--- src/rtl/cla_seq_adder_if.sv ---
// ----------------------------------------------------------------------------
// cla_seq_adder_if
//   Bundles the request/result signals of cla_seq_adder.
//   master : requester side (drives start/sub/a/b, observes results)
//   slave  : adder side
//   Signals:
//     start, sub, a, b     request and operands
//     busy, done           status (done is a one-cycle pulse)
//     f, cf, of, zf        result and flags
//     gg, gp               per-group generate/propagate (only with CLA_GP_OUT_EN)
// ----------------------------------------------------------------------------
interface cla_seq_adder_if #(
    parameter int unsigned WIDTH = 32,
    parameter int unsigned GROUP = 4
);
    localparam int unsigned N = WIDTH / GROUP;

    logic             start;
    logic             sub;
    logic [WIDTH-1:0] a;
    logic [WIDTH-1:0] b;
    logic             busy;
    logic             done;
    logic [WIDTH-1:0] f;
    logic             cf;
    logic             of;
    logic             zf;
`ifdef CLA_GP_OUT_EN
    logic [N-1:0]     gg;
    logic [N-1:0]     gp;
`endif

    modport master (
        output start, sub, a, b,
`ifdef CLA_GP_OUT_EN
        input  gg, gp,
`endif
        input  busy, done, f, cf, of, zf
    );

    modport slave (
        input  start, sub, a, b,
`ifdef CLA_GP_OUT_EN
        output gg, gp,
`endif
        output busy, done, f, cf, of, zf
    );
endinterface

--- src/rtl/cla_seq_adder.sv ---
// ----------------------------------------------------------------------------
// cla_seq_adder
//   Multi-cycle add/subtract unit. Resolves one GROUP-bit slice per clock with
//   carry-lookahead logic, holding the inter-group carry in a register.
//   Subtraction is A + ~B + 1 (carry-in = sub), so cf = 1 means no borrow.
//
//   Ports:
//     clk  rising-edge clock
//     rst  synchronous active-high reset
//     bus  cla_seq_adder_if.slave: start/sub/a/b in, busy/done/f/cf/of/zf out
//
//   Optional feature (macro CLA_GP_OUT_EN): adds per-slice group generate (gg)
//   and group propagate (gp) outputs on the interface, bit k registered on the
//   edge that processes slice k, cleared on reset and on start acceptance.
//
//   Timing: done is high in the cycle WIDTH/GROUP edges after the edge that
//   accepted start. Start is accepted in IDLE and in DONE (back-to-back).
// ----------------------------------------------------------------------------
module cla_seq_adder #(
    parameter int unsigned WIDTH = 32,
    parameter int unsigned GROUP = 4
) (
    input logic             clk,
    input logic             rst,
    cla_seq_adder_if.slave  bus
);
    localparam int unsigned N  = WIDTH / GROUP;
    localparam int unsigned KW = (N > 1) ? $clog2(N) : 1;
    localparam logic [KW-1:0] KLast = KW'(N - 1);

    typedef enum logic [1:0] {StIdle, StRun, StDone} state_e;

    state_e           state_q, state_d;
    logic [WIDTH-1:0] x_q, x_d;
    logic [WIDTH-1:0] y_q, y_d;
    logic             carry_q, carry_d;
    logic [KW-1:0]    k_q, k_d;
    logic [WIDTH-1:0] f_q, f_d;
    logic             cf_q, cf_d;
    logic             of_q, of_d;
    logic             zf_q, zf_d;
`ifdef CLA_GP_OUT_EN
    logic [N-1:0]     gg_q, gg_d;
    logic [N-1:0]     gp_q, gp_d;
`endif

    // Current slice datapath
    int unsigned      base;
    logic [GROUP-1:0] xs, ys, gs, ps, sum;
    logic [GROUP:0]   c;
    logic             grp_g, grp_p;
    logic [WIDTH-1:0] f_upd;

    always_comb begin
        base = int'(k_q) * GROUP;
        xs   = x_q[base +: GROUP];
        ys   = y_q[base +: GROUP];
        gs   = xs & ys;
        ps   = xs | ys;

        // Lookahead form: c[i+1] = OR_j (g_j & p_{j+1..i}) | (p_{0..i} & cin).
        // Every carry depends only on the slice terms and the carry register.
        c    = '0;
        c[0] = carry_q;
        for (int i = 0; i < int'(GROUP); i++) begin
            logic acc;
            logic term;
            term = carry_q;
            for (int j = 0; j <= i; j++) begin
                term = term & ps[j];
            end
            acc = term;
            for (int j = 0; j <= i; j++) begin
                logic t;
                t = gs[j];
                for (int m = j + 1; m <= i; m++) begin
                    t = t & ps[m];
                end
                acc = acc | t;
            end
            c[i+1] = acc;
        end

        for (int i = 0; i < int'(GROUP); i++) begin
            sum[i] = xs[i] ^ ys[i] ^ c[i];
        end

        // Group generate/propagate (independent of carry-in)
        grp_p = &ps;
        grp_g = 1'b0;
        for (int j = 0; j < int'(GROUP); j++) begin
            logic t;
            t = gs[j];
            for (int m = j + 1; m < int'(GROUP); m++) begin
                t = t & ps[m];
            end
            grp_g = grp_g | t;
        end

        f_upd = f_q;
        f_upd[base +: GROUP] = sum;
    end

    // Next-state and datapath updates
    always_comb begin
        state_d = state_q;
        x_d     = x_q;
        y_d     = y_q;
        carry_d = carry_q;
        k_d     = k_q;
        f_d     = f_q;
        cf_d    = cf_q;
        of_d    = of_q;
        zf_d    = zf_q;
`ifdef CLA_GP_OUT_EN
        gg_d    = gg_q;
        gp_d    = gp_q;
`endif

        unique case (state_q)
            StIdle, StDone: begin
                state_d = StIdle;
                if (bus.start) begin
                    x_d     = bus.a;
                    y_d     = bus.sub ? ~bus.b : bus.b;
                    carry_d = bus.sub;
                    k_d     = '0;
                    state_d = StRun;
`ifdef CLA_GP_OUT_EN
                    gg_d    = '0;
                    gp_d    = '0;
`endif
                end
            end
            StRun: begin
                f_d     = f_upd;
                carry_d = c[GROUP];
                k_d     = k_q + 1'b1;
`ifdef CLA_GP_OUT_EN
                gg_d[k_q] = grp_g;
                gp_d[k_q] = grp_p;
`endif
                if (k_q == KLast) begin
                    state_d = StDone;
                    k_d     = '0;
                    cf_d    = c[GROUP];
                    // c[GROUP-1] of the top slice is the MSB carry-in
                    of_d    = c[GROUP] ^ c[GROUP-1];
                    zf_d    = (f_upd == '0);
                end
            end
            default: state_d = StIdle;
        endcase
    end

    always_ff @(posedge clk) begin
        if (rst) begin
            state_q <= StIdle;
            x_q     <= '0;
            y_q     <= '0;
            carry_q <= 1'b0;
            k_q     <= '0;
            f_q     <= '0;
            cf_q    <= 1'b0;
            of_q    <= 1'b0;
            zf_q    <= 1'b0;
`ifdef CLA_GP_OUT_EN
            gg_q    <= '0;
            gp_q    <= '0;
`endif
        end else begin
            state_q <= state_d;
            x_q     <= x_d;
            y_q     <= y_d;
            carry_q <= carry_d;
            k_q     <= k_d;
            f_q     <= f_d;
            cf_q    <= cf_d;
            of_q    <= of_d;
            zf_q    <= zf_d;
`ifdef CLA_GP_OUT_EN
            gg_q    <= gg_d;
            gp_q    <= gp_d;
`endif
        end
    end

    assign bus.busy = (state_q == StRun);
    assign bus.done = (state_q == StDone);
    assign bus.f    = f_q;
    assign bus.cf   = cf_q;
    assign bus.of   = of_q;
    assign bus.zf   = zf_q;
`ifdef CLA_GP_OUT_EN
    assign bus.gg   = gg_q;
    assign bus.gp   = gp_q;
`endif

endmodule

--- src/flat_wrapper.sv ---
// flat-port wrapper written by rule: the top's interface ports become plain ports
module cla_seq_adder_flat 
#(
    parameter int unsigned WIDTH = 32,
    parameter int unsigned GROUP = 4
)
  (clk, rst, bus_start, bus_sub, bus_a, bus_b, bus_busy, bus_done, bus_f, bus_cf, bus_of, bus_zf);
  cla_seq_adder_if #(.WIDTH(WIDTH), .GROUP(GROUP)) bus_i ();
  input logic clk;
  input logic rst;
  input wire logic [$bits(bus_i.start)-1:0] bus_start;
  input wire logic [$bits(bus_i.sub)-1:0] bus_sub;
  input wire logic [$bits(bus_i.a)-1:0] bus_a;
  input wire logic [$bits(bus_i.b)-1:0] bus_b;
  output wire logic [$bits(bus_i.busy)-1:0] bus_busy;
  output wire logic [$bits(bus_i.done)-1:0] bus_done;
  output wire logic [$bits(bus_i.f)-1:0] bus_f;
  output wire logic [$bits(bus_i.cf)-1:0] bus_cf;
  output wire logic [$bits(bus_i.of)-1:0] bus_of;
  output wire logic [$bits(bus_i.zf)-1:0] bus_zf;
  assign bus_i.start = bus_start;
  assign bus_i.sub = bus_sub;
  assign bus_i.a = bus_a;
  assign bus_i.b = bus_b;
  assign bus_busy = bus_i.busy;
  assign bus_done = bus_i.done;
  assign bus_f = bus_i.f;
  assign bus_cf = bus_i.cf;
  assign bus_of = bus_i.of;
  assign bus_zf = bus_i.zf;
  cla_seq_adder #(.WIDTH(WIDTH), .GROUP(GROUP)) u_core (.clk(clk), .rst(rst), .bus(bus_i));
endmodule
--- config.mk ---
export PLATFORM = sky130hd
export DESIGN_NAME = cla_seq_adder_flat
export DESIGN_NICKNAME = d
export VERILOG_FILES = /design/src/rtl/cla_seq_adder_if.sv /design/src/rtl/cla_seq_adder.sv /design/src/flat_wrapper.sv
export SDC_FILE = /design/constraint.sdc
export NUM_CORES = 1
export LEC_CHECK = 0
export ABC_AREA = 1
export ABC_CLOCK_PERIOD_IN_PS = 4410
export BUFFER_PORTS_ARGS = -buffer_cell sky130_fd_sc_hd__buf_2
export CORE_ASPECT_RATIO = 0.9
export CORE_MARGIN = 2
export CORE_UTILIZATION = 35
export DETAILED_ROUTE_END_ITERATION = 8
export HOLD_SLACK_MARGIN = 0.15
export PLACE_DENSITY = 0.65
export SLEW_MARGIN = 20
export SYNTH_ARGS = -nofsm -noshare
export SYNTH_HDL_FRONTEND = slang
export SYNTH_SLANG_ARGS = --single-unit
--- constraint.sdc ---
create_clock -name clk -period 4.41 [get_ports clk]
set_input_delay 0.441 -clock clk [delete_from_list [all_inputs] [get_ports clk]]
set_output_delay 0.441 -clock clk [all_outputs]
set_load 0.01 [all_outputs]
==> flow_summary.yaml <==
synth:
  ys_types: 33
  synth_top_cell_area_share_pct: 37.8
  ys_ff_latch: 105
  seq_area_frac_synth_pct: 37.8
  synthCells: 818
  syn_area_sq_um: 5550
  synth.largest_area_cell: "dfxtp_1"
  syn-num-nets: 902
  syn_avg_cell_area_sq_um: 6.79
  ys.warnings.count: 0
  yosys-top-cells-area: "dfxtp_1 38%, o21ai_0 12%, nand2_1 9.6%, nor2_1 7.8%, inv_1 5.5%"
hold_path:
  hold_path.class: "in -> reg"
layout:
  layout_common_cells: "142 x nand2_1, 132 x o21ai_0, 116 x nor2_1"
  final_nets: 975
  antennaDiodeCount: 0
  final_common_cell: "nand2_1"
  layout-drive-gt1-share_pct: 16.6
  syn_to_final_growth_pct: 17.3
timing:
  max_slew.worst_pin.slew_ps: 882
  tns_ps: 0
  max_slew_margin_pct: 41.2
  grt_setup_unrepaired: "false"
  slew_violations: 0
  min_period_ps: 3540
  clock-skew-final_ps: 12.3
  finalHoldViolCount: 0
  setup_viol: 0
  fmax_mhz: 282
  hold_ws_ps: 322
  fin_crit_sh_pct: 80.4
cts:
  cts_tree: "done"
  h-tree-depth: 3
  clkSinkCount: 105
  clk_latency_ps: 360
  ctsRootBufferMaster: "clkbuf_16"
  postCtsSetupBuffers: 0
  cts_buffer_depth: 2
  post_cts_resized: 0
  hold_buffers: 0
  clk_pin_slew_ps: 80
  cts-buffers-inserted: 9
floorplan:
  fp-row-count: 43
  io_pins: 105
  die_y_microns: 124
  fp.coreArea_sq_um: 15500
  initial_core_util_pct: 35.8
  die_w_microns: 137
  die_area_sq_um: 16900
pwr:
  p_leak_nw: 3.06
  p_seq_share_pct: 42.1
  ir_worst_vdd_mv: 0.226
  swShare_pct: 31.8
  p_per_area_nw_per_um2: 396
  switchingPower_w: 0.000820
  p_comb_share_pct: 23.2
  p_int_w: 0.00176
  clkPwrFrac_pct: 34.7
placed_design:
  gp_congestion: 0.907
  io_buffer_count: 104
  dp_hpwl_microns: 10400
global_routing:
  grt_pass1_wl_microns: 23900
  grt_pass1_vias: 4860
  grt-ovfl-total: 0
  antenna_found_initial: 0
  grt.total_usage_pct: 17.8
  grt_max_degree: 67
detailed_routing:
  finalWirelength_microns: 14400
  drtPass1Iterations: 7
  wl_per_cell_microns: 13.1
  drt-initial-drc-count: 368
  route.detailed.drc: 0
  viasPerCell: 4.78
  vias: 5245
  antenna_left: 0
setup_path:
  criticalPathCategory: "reg -> reg"
  r2r_slack_ps: 870
  cp_data_required_time_ps: 4660
  arrival_ps: 3790
  critPathLaunchType: "flop"
  cp_max_fo: 14
  endpoint_kind: "flop"
run:
  maxCapViolCount: 0
status:
  status: "finished clean"
==> final timing paths <==
| path | startpoint | end | depth (start not counted) |
|---|---|---|---|
| worst max-delay path | u_core.k_q[1]$_SDFFE_PP0P_ | u_core.bus.zf$_SDFFE_PP0P_ | 21 |
| worst min register to register | u_core.x_q[25]$_SDFFE_PP0P_ | u_core.x_q[25]$_SDFFE_PP0P_ | 2 |
| worst max register to register | u_core.k_q[1]$_SDFFE_PP0P_ | u_core.bus.zf$_SDFFE_PP0P_ | 21 |
| worst min-delay path | bus_a[6] | u_core.x_q[6]$_SDFFE_PP0P_ | 3 |
==> state kept, by name (all words and copies together) (netlist names) <==
| signal | count |
|---|---|
| u_core.carry_q | 1 |
| u_core.k_q | 3 |
| u_core.y_q | 32 |
| u_core.bus.zf | 1 |
| u_core.x_q | 32 |
| u_core.bus.f | 32 |
| u_core.state_q | 2 |
| u_core.bus.of | 1 |
| u_core.bus.cf | 1 |
==> layout make-up <==
cell class	instances	area, sq um
clock buffers	9	225
clock inverters	7	108
fillers	1667	8980
inverters	91	344
multi-input cells	574	2920
flip-flops and latches	105	2100
well taps	202	253
repair buffers	110	566
==> power groups by stage <==
stage | Sequential (W) | Combinational (W) | Clock, W
CTS | 0.00109 | 0.000600 | 0.000916
global route | 0.00110 | 0.000692 | 0.000949
global placement | 0.00111 | 0.000594 | 0
floorplan | 0.00111 | 0.000419 | 0
finish | 0.00109 | 0.000598 | 0.000895
detailed placement | 0.00111 | 0.000597 | 0
==> per-stage QoR <==
step	instances	setup WS, ps	total power, W	area (sq um)	utilization [%]
floorplan	818	1320	0.00153	5550	-
global placement	1082	974	0.00170	6180	39.9
detailed placement	1082	915	0.00170	6180	39.9
CTS	1098	910	0.00260	6510	42.0
global route	1098	412	0.00274	6510	42.0
finish	1098	866	0.00258	6510	42.0
==> cells by family after synthesis <==
family / count (synthesis) / share of synthesized area (%)
simple gates: 302 / 22.3
compound gates: 224 / 21.5
buf+inv: 139 / 9.64
flops: 105 / 37.8
xor+xnor: 32 / 5.05
fa+ha+maj: 16 / 3.74
==> metal layers <==
metal  routed length, microns  up-vias  share of wire (%)  GRT usage [%]
li1                         -     2796                  -              -
met1                     7340     2294                 51           25.4
met2                     6060      141                 42           27.1
met3                      808       14                5.6           3.57
met4                      217        0                1.5           5.73
met5                        0        -                  0              0
==> cell usage after synthesis (all sizes together) <==
cell type	instances
nor2	120
nor3	1
or2	6
ha	15
a31oi	6
nand4	5
a21oi	57
nand2	145
o211ai	14
fa	1
nand3	25
clkbuf	44
o22ai	11
clkinv	1
o21bai	3
inv	90
dfxtp	105
xnor2	32
o21ai	133
buf	4
==> critical path, cell delays in order (launching register included) <==
cell     delay, ps
dfxtp_1        590
buf_4          290
o21ai_0        110
o22ai_1        160
inv_1           50
o21ai_0        420
inv_1          100
ha_1           210
inv_1           50
nand3_1         90
nand3_1        140
nand2_1         90
nand2_1        110
nand2_1         60
nand2_1        160
nand2_1        110
nor3_1         290
nand2_1        120
nand2_1         80
nor2_1          60
nand3_1         90
a21oi_2         50
Note: power is estimated with default switching activity, not from simulation.
